==> src/rtl/counter_sequencer.sv <==
// rtl/counter_sequencer.sv - command sequencer driving an up/down counter's load/ce/dir pins.
// Optional boundary saturation is enabled by defining CNT_SEQ_SAT_EN.
module counter_sequencer #(
    parameter int WIDTH  = 4,
    parameter int STEP_W = 8
) (
    input  logic              clk,
    input  logic              rst_n,
    input  logic              cmd_valid,
    output logic              cmd_ready,
    input  logic [1:0]        cmd_op,
    input  logic [STEP_W-1:0] cmd_data,
    output logic              load_n,
    output logic              ce,
    output logic              up_down,
    output logic [WIDTH-1:0]  data_load,
    input  logic              max_count,
    input  logic              zero,
    output logic              busy,
    output logic              done,
    output logic              sat
);

    typedef enum logic [1:0] {S_IDLE, S_LOAD, S_RUN, S_DONE} state_t;

    localparam logic [1:0] OP_LOAD = 2'b01;
    localparam logic [1:0] OP_UP   = 2'b10;
    localparam logic [1:0] OP_DOWN = 2'b11;

    state_t             state_q;
    logic [STEP_W-1:0]  rem_q;
    logic               load_n_q;
    logic               ce_q;
    logic               up_down_q;
    logic [WIDTH-1:0]   data_load_q;
    logic               done_q;
    logic               sat_q;
    logic               accept;
    logic               stop;

    assign accept = cmd_valid & cmd_ready;

`ifdef CNT_SEQ_SAT_EN
    // Gate ce in the same cycle the counter reports the boundary so it never wraps.
    assign stop = (state_q == S_RUN) & ((up_down_q & max_count) | (~up_down_q & zero));
`else
    logic unused_flags;
    assign unused_flags = &{1'b0, max_count, zero};
    assign stop = 1'b0;
`endif

    always_ff @(posedge clk or negedge rst_n) begin
        if (!rst_n) begin
            state_q     <= S_IDLE;
            rem_q       <= '0;
            load_n_q    <= 1'b1;
            ce_q        <= 1'b0;
            up_down_q   <= 1'b1;
            data_load_q <= '0;
            done_q      <= 1'b0;
            sat_q       <= 1'b0;
        end else begin
            case (state_q)
                S_IDLE: begin
                    if (accept) begin
                        case (cmd_op)
                            OP_LOAD: begin
                                state_q     <= S_LOAD;
                                load_n_q    <= 1'b0;
                                data_load_q <= cmd_data[WIDTH-1:0];
                            end
                            OP_UP, OP_DOWN: begin
                                if (cmd_data == '0) begin
                                    state_q <= S_DONE;
                                    done_q  <= 1'b1;
                                end else begin
                                    state_q   <= S_RUN;
                                    ce_q      <= 1'b1;
                                    up_down_q <= ~cmd_op[0];
                                    rem_q     <= cmd_data;
                                end
                            end
                            default: begin
                                state_q <= S_DONE;
                                done_q  <= 1'b1;
                            end
                        endcase
                    end
                end
                S_LOAD: begin
                    load_n_q <= 1'b1;
                    state_q  <= S_DONE;
                    done_q   <= 1'b1;
                end
                S_RUN: begin
                    if (stop) begin
                        ce_q    <= 1'b0;
                        state_q <= S_DONE;
                        done_q  <= 1'b1;
                        sat_q   <= 1'b1;
                    end else begin
                        rem_q <= rem_q - 1'b1;
                        if (rem_q == STEP_W'(1)) begin
                            ce_q    <= 1'b0;
                            state_q <= S_DONE;
                            done_q  <= 1'b1;
                        end
                    end
                end
                S_DONE: begin
                    done_q  <= 1'b0;
                    sat_q   <= 1'b0;
                    state_q <= S_IDLE;
                end
                default: state_q <= S_IDLE;
            endcase
        end
    end

    assign cmd_ready = (state_q == S_IDLE);
    assign busy      = (state_q != S_IDLE);
    assign load_n    = load_n_q;
    assign ce        = ce_q & ~stop;
    assign up_down   = up_down_q;
    assign data_load = data_load_q;
    assign done      = done_q;
    assign sat       = sat_q;

endmodule

==> config.mk <==
export PLATFORM = sky130hd
export DESIGN_NAME = counter_sequencer
export DESIGN_NICKNAME = d
export VERILOG_FILES = /design/src/rtl/counter_sequencer.sv
export SDC_FILE = /design/constraint.sdc
export NUM_CORES = 1
export LEC_CHECK = 0
export BUFFER_PORTS_ARGS = -buffer_cell sky130_fd_sc_hd__buf_2
export CAP_MARGIN = 20
export CORE_AREA = 3 3 63 65
export DETAILED_ROUTE_END_ITERATION = 10
export DIE_AREA = 0 0 66 68
export PLACE_DENSITY = 0.59
export SETUP_SLACK_MARGIN = 0.02
export SLEW_MARGIN = 40
export SYNTH_ARGS = -nofsm -noshare
export SYNTH_HDL_FRONTEND = slang
export SYNTH_SLANG_ARGS = --single-unit
==> constraint.sdc <==
create_clock -name clk -period 1.75 [get_ports clk]
set_clock_uncertainty 0.2 [all_clocks]
set_input_delay 0.2625 -clock clk [delete_from_list [all_inputs] [get_ports clk]]
set_output_delay 0.2625 -clock clk [all_outputs]
set_load 0.05 [all_outputs]
==> summary.md <==
| Metric | Value |
|---|---|
| Pre-antenna DRT Iters | `4` |
| Crit path arrival time | `approximately 1.3 ns` |
| Port-buffer cells | `22` |
| Clock Root Buffer | `clkbuf_4` |
| Max cap viols | `0` |
| Worst R2R Setup Slack | `about 0.05 ns` |
| Setup TNS | `-0.0617 ns` |
| Initial DRC count | `47` |
| Max Freq | `559 MHz` |
| Vias | `around 1100` |
| Final WL | `around 3.0 mm` |
| Worst Setup End Kind | `output pin` |
| RR Endpoint | `state_q[1]$_DFFE_PN0P_` |
| Initial Util | `34.8%` |
| Die area | `around 4500 um^2` |
| First-pass GRT wire length | `4.81 mm` |
| Core ar. | `around 3400 um^2` |
| Switching share of power | `48.1%` |
| Final Core Density | `51.6%` |
| Initial antenna violation count | `0` |
| Pwr Density | `a little over 2000 nW/um^2` |
| Number of global-route vias before repair | `1007` |
| CP max FO | `6` |
| Sequential Power Share | `between 20% and 30%` |
| RSZ-0062 raised after global routing | `true` |
| Final Max Tran Viols | `0` |
| WHS Endpoint | `data_load[3]$_DFFE_PN0P_` |
| Final min period | `between 1.5 and 2 ns` |
| HP Start | `cmd_data[3]` |
| Htree depth | `1` |
| Worst Path Required | `around 1.3 ns` |
| Sequential share of the synthesized area | `between 30% and 40%` |
| Remaining antenna violation count | `0` |
| Placement Rows | `21` |
| Vias per inst | `5.27` |
| Layout cells sized above 1 | `53.9%` |
| Final Hold Fails | `0` |
| Synthesized netlist cell count | `between 100 and 150` |
| R2r worst-path depth | `6` |
| HPWL after DPL | `2.08 mm` |
| Mapped Area | `~1200 um^2` |
| Largest net degree at the start of global routing | `19` |
| Share of flip-flops with an asynchronous set or reset | `100%` |
| Lkg Pwr | `about 0.74 nW` |
| Comb pwr share | `roughly 69%` |
| Outcome | `complete, but fails checks` |
| CTS buffer count | `3` |
| Area grow syn2layout | `48.0%` |
| Startpoint types | `register` |
| N_diodes | `0` |
| Tcrit/Tclk final | `102%` |
| Clock power frac | `7.6%` |
| Die Wd | `roughly 66 um` |
| DRC violations left | `0` |
| Worst-Skew Late Latency | `roughly 0.30 ns` |
| Post-synth EDFFs | `0` |
| CTS clock-pin slew for the worst setup and hold paths | `0.11 ns` |
| Top_reg_cell synth | `dfrtp_1` |
| Failing checks | `setup timing` |
| Routability Congestion | `around 0.76` |
| I/O pin cnt | `26` |
| Clk buf depth | `2` |
| Cell internal pwr | `1.86 mW` |
| Ys Warns | `0` |
| Peak VDD IR | `around 1 mV` |
| Total global-route track usage | `14.1%` |
| Die Y | `68 um` |
| Syn Area/Cell | `about 9.9 um^2` |
| CTS tree | `done` |
| Nets | `approximately 190` |
| DR WL/cell | `about 14 um` |
| Net Sw Power | `~1.7 mW` |
| HP Class | `in -> reg` |
| Worst reg2reg startpoint | `rem_q[0]$_DFFE_PN0P_` |
| CTS sink count | `18` |
| Yosys cell types | `39` |
| CP Class | `reg -> out` |
| Synth Register Bits | `18` |
| Final setup viols | `2` |
| GRT overflow | `0` |
| Cell count of the worst hold path | `2` |
| Syn nets | `140` |
| Setup ws final | `-0.0403 ns` |
[layout by cell type (no fill, tap or decap), types with 3 or more instances in the layout]
master	n
dfrtp_1	16
nor2_1	13
buf_4	17
a31oi_1	6
ha_1	3
dlygate4sd3_1	3
nand3_1	5
a21oi_1	6
inv_2	5
buf_6	5
a2bb2oi_2	4
nor4_4	4
o22a_1	5
clkbuf_4	3
nand2_1	4
o21ai_0	3
buf_2	20
mux2_2	4
[through the flow]
stage / setup WS, ns / cells / cell area [um^2] / hold WS (ns) / power, mW
4_1_cts: -0.0381 / 206 / 1580 / 0.0592 / 3.19
5_1_grt: -0.103 / 211 / 1750 / 0.0611 / 3.83
3_3_place_gp: -0.0112 / 196 / 1460 / 0.0320 / 2.73
3_5_place_dp: -0.0148 / 196 / 1460 / 0.0328 / 2.77
2_1_floorplan: -0.169 / 119 / 1230 / -0.233 / 2.33
6_report: -0.0403 / 211 / 1750 / 0.0628 / 3.58
[per-layer routing]
| layer | global-route usage, % | vias up | routed length, um | part of all wire, % |
|---|---|---|---|---|
| met5 | 0 | - | 0 | 0 |
| met4 | 4.31 | 0 | 23 | 0.76 |
| met3 | 3.78 | 2 | 147 | 4.8 |
| met2 | 22.7 | 30 | 1520 | 50 |
| met1 | 18.6 | 544 | 1350 | 44 |
| li1 | - | 535 | - | - |
[timing repair]
item	in CTS	in global routing
setup endpoints to repair	10	18
pin swaps	1	12
cloned	0	0
hold buffers	3	0
gates resized for setup	8	30
endpoints found under the hold margin	18	0
buffers inserted	3	5
[synthesized netlist by cell type (4+ instances only)]
| cell | count | area, um^2 |
|---|---|---|
| a31oi_1 | 6 | 37.5 |
| a21oi_1 | 7 | 35.0 |
| o22a_1 | 5 | 43.8 |
| nor2_1 | 14 | 52.6 |
| inv_1 | 7 | 26.3 |
| dfrtp_1 | 16 | 400 |
| o21ai_0 | 5 | 25.0 |
| mux2_2 | 4 | 45.0 |
| a2bb2oi_1 | 4 | 35.0 |
| nand2_1 | 5 | 18.8 |
| ha_1 | 6 | 75.1 |
| nand3_1 | 6 | 30.0 |
[cells by family (layout without fill, tap and decap cells)]
group	Yosys count	count (layout)	share of synthesized area, %
AND/OR/NAND/NOR	37	37	19.5
other	1	1	0.317
adder cells (fa/ha/maj)	6	6	6.36
multiplexers	4	4	3.81
flip-flops	18	18	38.3
buffers and inverters	13	59	6.89
AO/OA/AOI/OAI	40	40	24.8
[cell type report]
class                           count  area, um^2
Fill cell                         301        1640
Tap cell                           46        57.6
Inverter                            7        30.0
Multi-Input combinational cell     88         807
Timing Repair Buffer               48         364
Clock buffer                        4        36.3
Sequential cell                    18         453
[worst max-delay path by stage]
stage                            from                    to  slack (ns)
3_3_place_gp              cmd_data[6]  rem_q[4]$_DFFE_PN0P_       -0.01
2_1_floorplan  state_q[1]$_DFFE_PN0P_  rem_q[2]$_DFFE_PN0P_       -0.17
4_1_cts        state_q[0]$_DFFE_PN0P_                  busy       -0.04
6_report       state_q[1]$_DFFE_PN0P_                  busy       -0.04
5_1_grt        state_q[1]$_DFFE_PN0P_                  busy       -0.10
3_5_place_dp              cmd_data[6]  rem_q[3]$_DFFE_PN0P_       -0.01
[critical path: stages, from the launching register on]
cell,delay (ns)
dfrtp_1,0.41
inv_2,0.09
ha_4,0.15
buf_6,0.12
clkinvlp_4,0.10
buf_8,0.16
[flip-flops by register name (all words and copies together) (netlist names)]
signal / cells
ce: 1
data_load: 4
done: 1
load_n: 1
rem_q: 8
state_q: 2
up_down: 1
[power groups by stage]
stage               sequential, mW  clock [mW]  combinational, mW
floorplan                     1.15           0               1.18
global placement             0.834           0               1.89
detailed placement           0.847           0               1.92
CTS                          0.836       0.280               2.08
global route                 0.874       0.293               2.66
finish                       0.844       0.271               2.46
Note: power is estimated with default switching activity, not from simulation.
